<file path="config.mk">
export PLATFORM = sky130hd
export DESIGN_NAME = regfile_param
export DESIGN_NICKNAME = d
export VERILOG_FILES = /design/src/rtl/tiny16_pkg.sv /design/src/rtl/regfile_param.sv
export SDC_FILE = /design/constraint.sdc
export NUM_CORES = 1
export LEC_CHECK = 0
export ABC_AREA = 1
export CAP_MARGIN = 20
export CORE_ASPECT_RATIO = 2
export CORE_MARGIN = 10
export CORE_UTILIZATION = 31
export DETAILED_ROUTE_END_ITERATION = 16
export PLACE_DENSITY_LB_ADDON = 0.2
export SLEW_MARGIN = 0
export SYNTH_ARGS = -nofsm -noshare
export SYNTH_HDL_FRONTEND = slang
export SYNTH_SLANG_ARGS = --single-unit
</file>
<file path="constraint.sdc">
create_clock -name clk -period 2.85 [get_ports clk]
set_input_delay 0.4275 -clock clk [delete_from_list [all_inputs] [get_ports clk]]
set_output_delay 0.4275 -clock clk [all_outputs]
set_load 0.03 [all_outputs]
</file>
<file path="src/rtl/tiny16_pkg.sv">
// rtl/tiny16_pkg.sv - shared types and default constants for the tiny16 register file
//
// Purpose: stack-op encoding and the default geometry / special-register
//          indices used by regfile_param and anything that instantiates it.
// Ports:   none (package).
package tiny16_pkg;

   localparam int          DATA_W   = 16;
   localparam int          ADDR_W   = 3;
   localparam int          PC_IDX   = 0;
   localparam int          SP_IDX   = 1;
   localparam logic [15:0] SP_RESET = 16'h00FF;

   typedef enum logic [1:0] {
      SP_NONE = 2'b00,
      SP_PUSH = 2'b01,
      SP_POP  = 2'b10,
      SP_RSVD = 2'b11
   } sp_op_t;

endpackage

</file>
<file path="src/rtl/regfile_param.sv">
// rtl/regfile_param.sv - parametrised register file with PC/SP update paths and write-first reads
//
// Purpose: 2**ADDR_W x DATA_W register bank between decoder/ALU and the
//          internal bus. Each edge builds the complete next state of every
//          register, commits it, and reads src/dst/out from that next state.
// Ports:
//   clk       in   clock, rising edge
//   rst_n     in   asynchronous active-low reset
//   src_sel   in   source register select
//   dst_sel   in   destination register select (read and write)
//   in_en     in   write `in` to gpr[dst_sel]
//   in        in   write data
//   out_en    in   gate the selected source onto `out`
//   pc_inc    in   PC += 1
//   sp_op     in   00 none, 01 push (SP-1), 10 pop (SP+1), 11 no-op
//   out       out  registered gated bus output
//   src       out  registered source operand
//   dst       out  registered destination operand
//   sp_fault  out  sticky stack overflow/underflow flag
module regfile_param #(
   parameter int                DATA_W   = tiny16_pkg::DATA_W,
   parameter int                ADDR_W   = tiny16_pkg::ADDR_W,
   parameter int                PC_IDX   = tiny16_pkg::PC_IDX,
   parameter int                SP_IDX   = tiny16_pkg::SP_IDX,
   parameter logic [DATA_W-1:0] SP_RESET = DATA_W'(tiny16_pkg::SP_RESET)
) (
   input  logic              clk,
   input  logic              rst_n,
   input  logic [ADDR_W-1:0] src_sel,
   input  logic [ADDR_W-1:0] dst_sel,
   input  logic              in_en,
   input  logic [DATA_W-1:0] in,
   input  logic              out_en,
   input  logic              pc_inc,
   input  logic [1:0]        sp_op,
   output logic [DATA_W-1:0] out,
   output logic [DATA_W-1:0] src,
   output logic [DATA_W-1:0] dst,
   output logic              sp_fault
);

   import tiny16_pkg::*;

   localparam int NREG = 2 ** ADDR_W;

   if (PC_IDX == SP_IDX || PC_IDX < 0 || SP_IDX < 0 ||
       PC_IDX >= NREG || SP_IDX >= NREG) begin : g_bad_idx
      $error("regfile_param: PC_IDX/SP_IDX must be distinct and below 2**ADDR_W");
   end

   logic [DATA_W-1:0] gpr [NREG];
   logic [DATA_W-1:0] nxt [NREG];
   logic              fault_set;
   sp_op_t            op;

   assign op = sp_op_t'(sp_op);

   // Later assignments win: PC/SP arithmetic first, then an explicit write
   // to the same index overrides it.
   always_comb begin
      nxt       = gpr;
      fault_set = 1'b0;

      if (pc_inc) begin
         nxt[PC_IDX] = gpr[PC_IDX] + DATA_W'(1);
      end

      case (op)
         SP_PUSH: begin
            nxt[SP_IDX] = gpr[SP_IDX] - DATA_W'(1);
            fault_set   = (gpr[SP_IDX] == '0);
         end
         SP_POP: begin
            nxt[SP_IDX] = gpr[SP_IDX] + DATA_W'(1);
            fault_set   = (gpr[SP_IDX] == SP_RESET);
         end
         default: ;
      endcase

      if (in_en) begin
         nxt[dst_sel] = in;
         // A write to SP pre-empts the stack op, so that op cannot fault.
         if (int'(dst_sel) == SP_IDX) begin
            fault_set = 1'b0;
         end
      end
   end

   always_ff @(posedge clk or negedge rst_n) begin
      if (!rst_n) begin
         for (int i = 0; i < NREG; i++) begin
            gpr[i] <= (i == SP_IDX) ? SP_RESET : '0;
         end
         src      <= '0;
         dst      <= '0;
         out      <= '0;
         sp_fault <= 1'b0;
      end else begin
         gpr      <= nxt;
         src      <= nxt[src_sel];
         dst      <= nxt[dst_sel];
         out      <= out_en ? nxt[src_sel] : '0;
         sp_fault <= sp_fault | fault_set;
      end
   end

endmodule

</file>
==> results of run 1 <==
[routing by layer]
metal / vias up / GRT usage, % / part of all wire (%)
met4: 0 / 8.12 / 3.7
met1: 4424 / 19.4 / 38
met3: 59 / 2.67 / 4.4
met5: - / 0 / 0
met2: 245 / 33.1 / 54
li1: 4631 / - / -
[power groups by stage]
stage,Clock [µW],Combinational (µW),Sequential (µW)
2_1_floorplan,0,2290,3660
3_3_place_gp,0,4160,3510
3_5_place_dp,0,4190,3520
4_1_cts,2360,4210,3480
5_1_grt,2450,4790,3560
6_report,2310,4240,3490
[registers in the layout, indices dropped and copies added, names as in the netlist]
| register | count |
|---|---|
| sp_fault | 1 |
| out | 16 |
| dst | 16 |
| src | 16 |
| gpr | 128 |
[cell usage after synthesis (all sizes together)]
| master | count |
|---|---|
| xnor2 | 6 |
| dfstp | 8 |
| nand4 | 14 |
| buf | 29 |
| xor2 | 6 |
| o2111ai | 5 |
| o211ai | 17 |
| a221oi | 2 |
| nand2 | 329 |
| a41oi | 1 |
| nor2 | 102 |
| o21bai | 3 |
| o22ai | 22 |
| nand3 | 31 |
| a21o | 1 |
| inv | 236 |
| dfrtp | 169 |
| a22oi | 1 |
| clkinv | 1 |
| o21a | 16 |
| a211oi | 1 |
| o21ai | 203 |
| a21oi | 85 |
| and2 | 1 |
| nand3b | 2 |
| ha | 18 |
| a21boi | 2 |
| mux2 | 1 |
| clkbuf | 36 |
| fa | 1 |
| nor3 | 6 |
| o221ai | 4 |
| or2 | 6 |
| nor4 | 3 |
[final cells by class]
class / instances / area, µm²
fill: 3418 / 19700
multi-input combinational: 889 / 4500
sequential: 177 / 4440
timing repair buffer: 170 / 1610
inverter: 237 / 892
tap: 427 / 534
clock buffer: 18 / 429
clock inverter: 14 / 131
[worst paths after layout]
kind / slack [ns] / endpoint / start / depth (start not counted)
max: 0.16 / dst[8] / sp_op[1] / 15
min: -0.02 / gpr[51] / rst_n / 1
max reg2reg: 0.43 / dst[8] / gpr[98] / 12
min reg2reg: 0.48 / gpr[79] / gpr[79] / 2
max in group asynchronous: 2.05 / gpr[9] / rst_n / 2
min in group clk: 0.48 / gpr[79] / gpr[79] / 2
[critical path, stage by stage]
cell	delay, ns
clkdlybuf4s50_1	0.48
ha_2	0.19
inv_2	0.05
buf_4	0.14
fa_1	0.36
nand2_1	0.09
nand2_1	0.10
and2_1	0.21
a21oi_2	0.16
nor2_1	0.05
o21ai_1	0.15
buf_4	0.15
nand2_1	0.07
o21ai_1	0.22
nand4_1	0.13
[timing repair]
item / 4_1_cts / 5_1_grt
gates resized for setup: 0 / 18
buffers inserted: 0 / 0
setup endpoints to repair: 0 / 26
[cells by family (layout without fill, tap and decap cells)]
group,after synthesis,count (layout),share of synthesized area (%)
buf+inv,302,439,12.1
compound gates,363,363,20.1
mux,1,1,0.112
xor+xnor,12,12,1.04
flops,177,177,44.0
fa+ha+maj,19,19,2.43
simple gates,494,494,20.2
[per-stage QoR]
step	instances	instance area (µm²)	power, µW	hold slack, ns
after global placement	1900	11900	7670	0.457
after detailed placement	1900	11900	7710	0.462
after CTS	1932	12500	10000	0.0341
after floorplan	1368	10100	5950	0.132
after global routing	1932	12500	10800	0.0330
final	1932	12500	10000	-0.0161
==> reports/results.txt, run 1 <==
outcome = complete, but fails checks
violated checks = hold timing
number of synthesized register bits = 177
vias in the first global route = 9669
area delta synth->final = 24.2%
Yosys warning count = 0
Worst-path clk slew = 0.07 ns
Switching Share = 39.5%
Starting Density = 31.3%
Final WS setup = 0.157 ns
mapped cell area = 0.0101 mm²
Congestion Overflow GR = 0
Pre-antenna DRT Iters = 5
Net Count, Synth = 1416
power density over the cells = 801 mW/mm²
largest net degree at the start of global routing = 84
Final Hold Fails = 4
most frequent cells in the layout = nand2_1 (321), inv_1 (202), dfrtp_1 (169)
Hold WS = -0.0161 ns
gr usage total = 17.8%
share of layout cells above drive strength 1 = 13.8%
Cell variety after synth = 46
initial antenna violation count = 0
CP Class = in -> reg
max-cap violations = 0
Buffers on Ports = 77
Tmin final = 2.69 ns
# diodes = 0
Slew Limit Fails = 0
Comb pwr share = 42.2%
final wirelength = 35.5 mm
root buf cell = clkbuf_16
sequential-to-total area share from yosys stat = 44.0%
unrepaired setup endpoints after global routing = yes
Clock Power Share = 23.0%
post-layout util = 38.9%
H-tree depth = 4
Critical Path RT = 3.16 ns
synth top area cells = dfrtp_1 (42%), nand2_1 (12%), inv_1 (7.6%), o21ai_1 (6.3%), a21oi_1 (4.2%)
Die Ht = 275 µm
clk sinks = 177
initial drt markers = 562
worst rel slew slack = 46.5%
Die Wd = 148 µm
DRT antenna net count = 0
core region area = 0.0322 mm²
clock tree buffer depth = 2
TritonCTS clock tree = built
cell count after synthesis = 1368
Avg Inst Size Synth = 7.38 µm²
Nets = 1540
CP max FO = 4
Worst-Margin Slew = 0.802 ns
CP Launch Type = primary input
RePlAce Congestion = 0.832
setup TNS = 0 ns
global-route wire length before repair = 55.5 mm
Residual DRC = 0
most common cell after layout, fill and taps aside = nand2_1
later-pin clock latency in the skew report = 0.46 ns
Static Leak = 0.00627 µW
P_int = 6070 µW
vias per cell = 4.84
critical path data arrival time = 3.01 ns
Final setup viols = 0
Peak supply drop = 409 µV
CTS Buf Count = 17
I/O pins = 78
HP Class = in -> async
DP HPWL = 25.7 mm
die area = 0.0406 mm²
Setup Skew = 0.0108 ns
Yosys top cell by area = dfrtp_1
sequential power share = 34.7%
Synth top area share = 41.9%
pre-CTS setup slack = -0.390 ns
via count = 9359
Setup crit end kind = flop
hold_buf cts = 0
ratio of final minimum period to clock period = 94.5%
Rows = 93
WL per Instance = 18.4 µm
switching power = 3960 µW
Max Freq = 0.371 GHz
No activity file was read; power rests on OpenSTA's default activity.
==> run 2: changes to the inputs <==
- CTS_BUF_LIST: not set -> sky130_fd_sc_hd__clkbuf_16
==> reports/results.txt, run 2 (synthesized netlist as in run 1, its figures left out) <==
outcome = complete, but fails checks
violated checks = hold timing
Final setup viols = 0
Starting Density = 31.3%
share of layout cells above drive strength 1 = 13.8%
most frequent cells in the layout = nand2_1 (321), inv_1 (203), dfrtp_1 (169)
WL per Instance = 18.4 µm
power density over the cells = 801 mW/mm²
initial drt markers = 562
clock tree buffer depth = 2
H-tree depth = 4
Die Ht = 275 µm
unrepaired setup endpoints after global routing = yes
post-CTS sizing = 0
CTS Buf Count = 17
CP max stage delay = 0.48 ns
Hold WS = -0.0161 ns
Rows = 93
Crit path max-delay family = buffers and inverters
Setup Skew = 0.0108 ns
Reg with most FFs = gpr
Slew Limit Fails = 0
Final Cell Area = 0.0125 mm²
Final Hold Fails = 4
final wirelength = 35.5 mm
# diodes = 0
via count = 9363
max-cap violations = 0
DP HPWL = 25.7 mm
worst rel slew slack = 46.6%
core region area = 0.0322 mm²
CP Launch Type = primary input
TritonCTS clock tree = built
Setup crit end kind = flop
Static Leak = 0.00628 µW
die area = 0.0406 mm²
most common cell after layout, fill and taps aside = nand2_1
Pre-antenna DRT Iters = 5
critical-path cell list = clkdlybuf4s50_1 -> ha_2 -> inv_2 -> buf_4 -> fa_1 -> nand2_1 -> nand2_1 -> and2_1 -> a21oi_2 -> nor2_1 -> o21ai_1 -> buf_4 -> nand2_1 -> o21ai_1 -> nand4_1
Max Freq = 0.371 GHz
CP Class = in -> reg
later-pin clock latency in the skew report = 0.46 ns
Residual DRC = 0
Worst-path clk slew = 0.07 ns
vias per cell = 4.85
Largest register FFs = 128
Congestion Overflow GR = 0
post-layout util = 38.9%
WP buf/inv = 4
Tmin final = 2.69 ns
area delta synth->final = 24.2%
Peak supply drop = 410 µV
I/O pins = 78
Placed Area = 0.0119 mm²
largest net degree at the start of global routing = 84
Nets = 1540
DRT antenna net count = 0
Crit-path slowest cell = clkdlybuf4s50_1
gr usage total = 17.8%
initial antenna violation count = 0
Worst path most repeated cell = nand2_1
CP max FO = 4
critical path data arrival time = 3.01 ns
HP Class = in -> async
root buf cell = clkbuf_16
Critical Path RT = 3.16 ns
RePlAce Congestion = 0.832
Die Wd = 148 µm
Post-CTS Setup Inserts = 0
vias in the first global route = 9669
Buffers on Ports = 77
Worst-Margin Slew = 0.801 ns
ratio of final minimum period to clock period = 94.5%
hold_buf cts = 0
clk sinks = 177
global-route wire length before repair = 55.5 mm
==> run 2: cell count changes in the layout (fill, tap and decap cells not counted) <==
cell	previous run	this run
clkbuf_1	1	0
inv_1	202	203
==> run 2: per-layer routing <==
layer	part of all wire [%]	global-route usage, %
met5	0	0
met4	3.7	8.12
met3	4.4	2.67
met2	54	33.1
met1	38	19.4
==> run 2: metrics by stage <==
stage | power, µW | std cells | setup TNS (ns) | hold slack, ns | setup slack (ns)
CTS | 10000 | 1932 | 0 | 0.0341 | 0.0776
global placement | 7670 | 1900 | -11.32 | 0.457 | -0.413
global route | 10800 | 1932 | -0.0439 | 0.0330 | -0.0187
finish | 10000 | 1932 | 0 | -0.0161 | 0.157
detailed placement | 7710 | 1900 | -11.55 | 0.462 | -0.390
floorplan | 5950 | 1368 | 0 | 0.132 | 0.354
==> run 2: worst paths after layout <==
kind / start / to / slack [ns] / cells past startpoint
setup reg to reg: gpr[98] / dst[8] / 0.43 / 12
hold reg to reg: gpr[79] / gpr[79] / 0.48 / 2
hold / removal: rst_n / gpr[51] / -0.02 / 1
min in group clk: gpr[79] / gpr[79] / 0.48 / 2
setup / recovery: sp_op[1] / dst[8] / 0.16 / 15
max in group asynchronous: rst_n / gpr[9] / 2.06 / 2
==> run 2: layout make-up <==
class	count	area (µm²)
clock buffers	17	425
clock inverters	15	135
fillers	3418	19700
inverters	237	892
multi-input cells	889	4500
flip-flops and latches	177	4440
well taps	427	534
repair buffers	170	1610
==> run 2: where the power goes <==
group	internal, µW	total (µW)	switching (µW)
clock	1210	2310	1100
sequential	3130	3490	356
combinational	1730	4240	2510
